===== config.mk =====
export PLATFORM = sky130hd
export DESIGN_NAME = barrido_display
export DESIGN_NICKNAME = d
export VERILOG_FILES = /design/src/rtl/barrido_display.sv
export SDC_FILE = /design/constraint.sdc
export NUM_CORES = 1
export LEC_CHECK = 0
export ABC_AREA = 1
export BUFFER_PORTS_ARGS = -buffer_cell sky130_fd_sc_hd__buf_2
export CELL_PAD_IN_SITES_DETAIL_PLACEMENT = 1
export CELL_PAD_IN_SITES_GLOBAL_PLACEMENT = 1
export CORE_UTILIZATION = 40
export CTS_CLUSTER_DIAMETER = 200
export DETAILED_ROUTE_END_ITERATION = 8
export GPL_TIMING_DRIVEN = 0
export PLACE_DENSITY = 0.79
export SLEW_MARGIN = 10
export SYNTH_ARGS = -nofsm -noshare
export SYNTH_HDL_FRONTEND = slang
export SYNTH_SLANG_ARGS = --single-unit

===== constraint.sdc =====
create_clock -name clk -period 2.4 [get_ports clk]
set_input_delay 0.12 -clock clk [delete_from_list [all_inputs] [get_ports clk]]
set_output_delay 0.12 -clock clk [all_outputs]
set_load 0.01 [all_outputs]

===== src/rtl/barrido_display.sv =====
// Signed product to BCD (sequential double-dabble, one shift per clock) with a
// time-multiplexed scan of the digits onto a shared bus and one-cold anodes.
module barrido_display #(
    parameter int ANCHO_DATO   = 16,
    parameter int NUM_DIGITOS  = 5,
    parameter int DIV_REFRESCO = 100000
) (
    input  logic                   clk,
    input  logic                   rst,
    input  logic [ANCHO_DATO-1:0]  producto,
    input  logic                   inicio,
    output logic                   ocupado,
    output logic                   listo,
    output logic                   negativo,
    output logic [3:0]             digito,
    output logic [NUM_DIGITOS-1:0] anodos
);

    localparam int ANCHO_BCD = 4 * NUM_DIGITOS;
    localparam int ANCHO_ITER = (ANCHO_DATO > 1) ? $clog2(ANCHO_DATO) : 1;
    localparam int ANCHO_REF = (DIV_REFRESCO > 1) ? $clog2(DIV_REFRESCO) : 1;
    localparam int ANCHO_IDX = (NUM_DIGITOS > 1) ? $clog2(NUM_DIGITOS) : 1;
    localparam logic [ANCHO_DATO-1:0] UNO_DATO = ANCHO_DATO'(1);
    localparam logic [NUM_DIGITOS-1:0] ANODOS_RST = {{(NUM_DIGITOS-1){1'b1}}, 1'b0};

    typedef enum logic [1:0] {REPOSO, CONVIERTE, FIN} estado_t;

    estado_t estado, estado_sig;

    logic                   signo;
    logic [ANCHO_DATO-1:0]  mag;
    logic [ANCHO_DATO-1:0]  mag_in;
    logic [ANCHO_BCD-1:0]   bcd;
    logic [ANCHO_BCD-1:0]   bcd_aj;
    logic [ANCHO_BCD-1:0]   disp;
    logic [ANCHO_BCD-1:0]   disp_sig;
    logic [ANCHO_ITER-1:0]  iter;
    logic                   ultima;

    logic [ANCHO_REF-1:0]   ref_cnt;
    logic                   ref_fin;
    logic [ANCHO_IDX-1:0]   idx;
    logic [ANCHO_IDX-1:0]   idx_sig;
    logic [NUM_DIGITOS-1:0] anod_sig;
    logic [3:0]             digito_sig;

    // The most negative input maps to 2^(ANCHO_DATO-1), which still fits unsigned.
    assign mag_in = producto[ANCHO_DATO-1] ? (~producto + UNO_DATO) : producto;
    assign ultima = (iter == ANCHO_ITER'(ANCHO_DATO - 1));

    always_ff @(posedge clk or posedge rst) begin
        if (rst) estado <= REPOSO;
        else     estado <= estado_sig;
    end

    always_comb begin
        estado_sig = estado;
        case (estado)
            REPOSO:    if (inicio) estado_sig = CONVIERTE;
            CONVIERTE: if (ultima) estado_sig = FIN;
            FIN:       estado_sig = REPOSO;
            default:   estado_sig = REPOSO;
        endcase
    end

    always_comb begin
        ocupado = (estado != REPOSO);
    end

    always_comb begin
        bcd_aj = bcd;
        for (int i = 0; i < NUM_DIGITOS; i++) begin
            if (bcd[4*i +: 4] >= 4'd5) bcd_aj[4*i +: 4] = bcd[4*i +: 4] + 4'd3;
        end
    end

    // Displayed digits only ever change as a whole, at the FIN edge.
    assign disp_sig = (estado == FIN) ? bcd : disp;

    always_ff @(posedge clk or posedge rst) begin
        if (rst) begin
            signo    <= 1'b0;
            mag      <= '0;
            bcd      <= '0;
            iter     <= '0;
            disp     <= '0;
            negativo <= 1'b0;
            listo    <= 1'b0;
        end else begin
            listo <= 1'b0;
            disp  <= disp_sig;
            case (estado)
                REPOSO: begin
                    if (inicio) begin
                        signo <= producto[ANCHO_DATO-1];
                        mag   <= mag_in;
                        bcd   <= '0;
                        iter  <= '0;
                    end
                end
                CONVIERTE: begin
                    bcd  <= {bcd_aj[ANCHO_BCD-2:0], mag[ANCHO_DATO-1]};
                    mag  <= {mag[ANCHO_DATO-2:0], 1'b0};
                    iter <= iter + ANCHO_ITER'(1);
                end
                FIN: begin
                    negativo <= signo;
                    listo    <= 1'b1;
                end
                default: ;
            endcase
        end
    end

    assign ref_fin = (ref_cnt == ANCHO_REF'(DIV_REFRESCO - 1));

    always_comb begin
        idx_sig = idx;
        if (ref_fin) begin
            if (idx == ANCHO_IDX'(NUM_DIGITOS - 1)) idx_sig = '0;
            else                                    idx_sig = idx + ANCHO_IDX'(1);
        end
    end

    // Anode and digit are both derived from the next index and next digits so
    // they always agree, even on the edge where new digits are loaded.
    always_comb begin
        anod_sig   = '1;
        digito_sig = 4'd0;
        for (int i = 0; i < NUM_DIGITOS; i++) begin
            if (idx_sig == ANCHO_IDX'(i)) begin
                anod_sig[i] = 1'b0;
                digito_sig  = disp_sig[4*i +: 4];
            end
        end
    end

    always_ff @(posedge clk or posedge rst) begin
        if (rst) begin
            ref_cnt <= '0;
            idx     <= '0;
            anodos  <= ANODOS_RST;
            digito  <= 4'd0;
        end else begin
            ref_cnt <= ref_fin ? '0 : ref_cnt + ANCHO_REF'(1);
            idx     <= idx_sig;
            anodos  <= anod_sig;
            digito  <= digito_sig;
        end
    end

endmodule

### Word level (Yosys, flattened, before mapping)

Cells that the tools add are included.

* bits in registers: 94
* bits of input ports: 19
* word-level logic and storage cells: 75
* output and inout bits: 12

* $lt $le $gt $ge: 5
* muxes and demuxes: 30
* equality and inequality tests: 11
* bitwise logic cells: 1
* add/sub/neg operators: 9
* reductions and logical operators: 7

Operators with widths (number)
* $mux 20: 2
* $mux 4: 10
* $pmux 20 s2: 1
* $mux 16: 2
* $pmux 16 s2: 1
* $ge 4x3->1 const B: 5
* $add 17x1->17 const B: 1
* $eq 17x17->1 const B: 1
* $mux 17: 1
* $add 16x1->16 const B: 1
* $add 4x2->4 const B: 4
* $not 16->16: 1
* $mux 3: 3
* $pmux 4 s2: 1
* $eq 3x2->1 const B: 2
* $eq 3x3->1 const B: 2
* $mux 1: 6
* $reduce_and 2->1: 3
* $add 4x1->4 const B: 1
* $eq 4x4->1 const B: 1
* $mux 2: 2
* $ne 2x2->1 const B: 2
* $pmux 2 s2: 1
* $reduce_bool 2->1: 2
* 7 further kinds: 7

### Longest topological paths before layout

* depth in word-level cells: 9
* gate-level depth with buffers: 13
* depth with buffers taken out: 13

### Worst setup path before layout

No wires, ideal clock.

* path kind: reg2reg
* from: register ref_cnt[0]
* to: register digito[2]
* period minus slack after synthesis: 1.639 ns
* path buffers: 1
* data required time: 2.277 ns
* setup time: 0.123 ns
* stages on the path, launching flop included: 12
* slack: 0.761 ns
* arrival: 1.516 ns
* path through: dfrtp_1 ha_1 nand3_1 nor2_2 nand4_1 nand2_2 inv_4 buf_6 nand3_1 nand2_1 nor2_2 nand3_2

* cells in the longest elaborated chain, start to end: 8
* elaborated cells on any way between the ends: 12
* those cells by class: eq/ne (5); mux (6); reduce/logical (1)

Ends and longest elaborated chain
* start, declared: line 40 `logic [ANCHO_REF-1:0] ref_cnt;`
* start signal, assigned: line 145 `ref_cnt <= ref_fin ? '0 : ref_cnt + ANCHO_REF'(1);`
* $eq 17x17->1 (*): line 115 `assign ref_fin = (ref_cnt == ANCHO_REF'(DIV_REFRESCO - 1));`
* $mux 3 (*): line 119 `if (ref_fin) begin`
* named net idx_sig[2]: line 43 `logic [ANCHO_IDX-1:0] idx_sig;`
* $logic_not 3->1: line 131 `if (idx_sig == ANCHO_IDX'(i)) begin`
* $mux 4 (4 in a row): line 131
* $mux 4 (*): line 131
* named net digito_sig[2]: line 45 `logic [3:0] digito_sig;`
* end signal, assigned: line 148 `digito <= digito_sig;`
* end, declared: line 15 `output logic [3:0] digito,`

Mark *: on every way through the listed nets, which the timed path passes. The rest lies on a longest branch.
A chain may end at the register's enable or synchronous reset.

### Final worst setup path

* from: register estado[0]
* to: register bcd[1]

* cells in the longest elaborated chain, start to end: 3
* elaborated cells on any way between the ends: 6
* those cells by class: eq/ne (2); mux (1); reduce/logical (3)

Ends and longest elaborated chain
* start, declared: line 28 `estado_t estado, estado_sig;`
* start signal, assigned: line 53 `else estado <= estado_sig;`
* $eq 2x1->1 or $logic_not 2->1 (tied branches): line 92 `case (estado)`
* $reduce_bool 2->1 (no source line) or $ne 2x2->1 (tied branches)
* $reduce_and 2->1 (no source line)
* end signal, assigned: line 102 `bcd <= {bcd_aj[ANCHO_BCD-2:0], mag[ANCHO_DATO-1]};`
* end, declared: line 33 `logic [ANCHO_BCD-1:0] bcd;`

Several ways; a longest one is shown, not always the timed one.

==> impl_metrics.json <==
{
  "status": "complete, but fails checks",
  "violations": "DRC",
  "worst_pin_slew_ns": 0.730,
  "synth_enable_flop_cells": 0,
  "clkTransAtPathRegs_ns": 0.06,
  "grt_antenna_before_repair": 0,
  "fin_nets": 637,
  "synthFlopType": "dfrtp_1",
  "grt_pass1_vias": 4209,
  "slew_viol_final": 0,
  "first_iter_violations": 160,
  "clock-root-buffer": "clkbuf_16",
  "hold_start": "producto[14]",
  "worst_r2r_path_depth": 7,
  "antenna_left": 0,
  "die_h_um": 111,
  "synth_area_um2": 4800,
  "fin_crit_sh_pct": 84.6,
  "drive_above_1_share_pct": 14.6,
  "fin_worst_skew_ns": 0.00535,
  "yosysTopAreaCell": "dfrtp_1",
  "dr.pass1.iters": 6,
  "drc": 4,
  "n_antenna_cell": 0,
  "ys_top_cells_by_count": "nand2_1 (93), dfrtp_1 (90), inv_1 (76), o21ai_0 (61), nor2_1 (50)",
  "grt_max_degree": 38,
  "synth.avg_cell_area_um2": 8.56,
  "drv_cap": 0,
  "grt_pass1_wl_um": 20600,
  "hold_viol": 0,
  "rsz0062_at_grt": "false",
  "hold_path_depth": 4,
  "port-buffer-count": 29,
  "cts_tree": "done",
  "post_cts_buffers": 0,
  "syn_inst": 560,
  "reg2reg_from": "estado[0]",
  "synth_cell_types": 38,
  "irDropWorstVdd_mv": 0.431,
  "worstSetupStartpointType": "flop",
  "max_slew_margin_pct": 51.2,
  "power_leakage_nw": 2.67,
  "max_freq_mhz": 493,
  "power.density_nw_per_um2": 1090,
  "yosysWarnings": 0,
  "synth_fp_nets": 594,
  "fillers": 1375,
  "postCtsHoldBufs": 1,
  "hold_end": "mag[15]",
  "dp_hpwl_um": 8810,
  "ys_seq_area_share_pct": 49.2,
  "synth_top_area_share_pct": 47.0,
  "grt_overflow_total": 0,
  "yosysMostFrequentCell": "nand2_1",
  "area_delta_synth_final_pct": 15.0,
  "clockBufferDepth": 2,
  "yosys-top-cells-area": "dfrtp_1 (47%), nand2_1 (7.3%), o21ai_0 (6.4%)",
  "rows": 39,
  "cts_inserted_buffers": 9,
  "crit_arrival_ns": 2.20,
  "min_period_ns": 2.03,
  "worstSetupStartpoint": "estado[0]",
  "crit_fanout": 10,
  "wl_per_cell_um": 15.9,
  "async_reset_ff_share_pct": 100,
  "fin_tns_setup_ns": 0,
  "pin_count": 31,
  "core_um2": 11600,
  "utilization_pct": 47.7,
  "initial_core_util_pct": 41.5,
  "reg2reg_to": "bcd[1]",
  "r2r_slack_ns": 0.37,
  "die_x_um": 111,
  "worstPathRequired_ns": 2.57,
  "via_per_inst": 5.31,
  "hold_class": "in -> reg",
  "die_area_um2": 12400,
  "place.gp.congestion": 0.783,
  "p_total_mw": 6.01,
  "synth_seq_cells": 94,
  "clock_sinks": 94,
  "finalSetupViolCount": 0,
  "wl_um": 11900,
  "clock_latency_ns": 0.34,
  "num_vias": 3985,
  "critPathCaptureType": "flop",
  "crit_type": "reg -> reg",
  "grt_usage_pct": 20.8,
  "cts_max_level": 3,
  "postCtsResizedCells": 0
}
[critical path: stages, from the launching register on]
cell and delay [ns]:
dfrtp_1 0.39, nor2_1 0.21, nand2_1 0.15, inv_1 0.22
nor2_1 0.14, inv_1 0.29, buf_2 0.32, o22ai_1 0.14
[power breakdown]
part / switching, mW / internal [mW] / leakage [nW]
registers: 0.232 / 2.05 / 1.14
logic: 1.37 / 0.725 / 1.36
clock network: 0.590 / 1.05 / 0.167
total: 2.19 / 3.82 / 2.67
[metal layers]
metal / up-vias / track usage [%] / part of all wire (%)
met4: 0 / 5.32 / 1.0
li1: 1928 / - / -
met3: 11 / 3.70 / 2.6
met5: - / 0 / 0
met2: 53 / 36.9 / 51
met1: 1993 / 26.2 / 46
[logic make-up after synthesis]
logic type                 share of synthesized area, %
DFF                                                49.2
AOI/OAI and AO/OA                                  14.2
and+or+nand+nor                                    21.4
adders and majority gates                          3.91
buffers and inverters                              7.83
xor gates and xnor gates                           3.47
[through the flow]
stage	hold WS (ns)	instances	setup slack [ns]	instance area [um2]
5_1_grt	0.0854	751	0.190	5520
3_3_place_gp	0.416	732	0.451	5120
4_1_cts	0.0729	751	0.350	5520
3_5_place_dp	0.290	734	0.384	5160
6_report	0.0759	751	0.371	5520
2_1_floorplan	0.288	560	0.761	4800
[cells in the final DEF (no fill, tap or decap), types with 5 or more instances in the layout]
cell       netlist  routed
nand2_1         93      93
dfrtp_1         90      90
inv_1           76      75
o21ai_0         61      61
nor2_1          50      50
buf_2            1      30
nand3_1         28      28
xor2_1          16      16
ha_1            15      15
clkbuf_1        12      14
a22oi_1         14      14
a21oi_1         12      12
o22ai_1         10      10
nand4_1          9       9
clkbuf_16        0       9
nor2_2           7       7
nand2_2          7       7
o21ai_1          6       6
nor2_4           6       6
a31oi_1          6       6
inv_2            5       5
[sequential cells by signal (all words and copies together) (netlist names), 3 cells and up]
| signal | count |
|---|---|
| iter | 4 |
| ref_cnt | 17 |
| disp | 20 |
| anodos | 5 |
| bcd | 20 |
| digito | 4 |
| mag | 16 |
| idx | 3 |
[cell type report]
type / instances / area [um2] / area share (%)
Clock inverter: 4 / 95.1 / 1.72
Multi-Input combinational cell: 369 / 2060 / 37.4
Timing Repair Buffer: 32 / 195 / 3.54
Clock buffer: 12 / 246 / 4.47
Buffer: 14 / 61.3 / 1.11
Sequential cell: 94 / 2360 / 42.7
Tap cell: 143 / 179 / 3.24
Inverter: 83 / 318 / 5.76
[worst max path at each step]
| stage | end | slack, ns | cells after the start |
|---|---|---|---|
| 2_1_floorplan | digito[2] | 0.76 | 11 |
| 3_3_place_gp | bcd[5] | 0.45 | 7 |
| 3_5_place_dp | bcd[1] | 0.38 | 7 |
| 4_1_cts | bcd[1] | 0.35 | 7 |
| 5_1_grt | digito[0] | 0.19 | 10 |
| 6_report | bcd[1] | 0.37 | 7 |
Note: power is estimated with default switching activity, not from simulation.
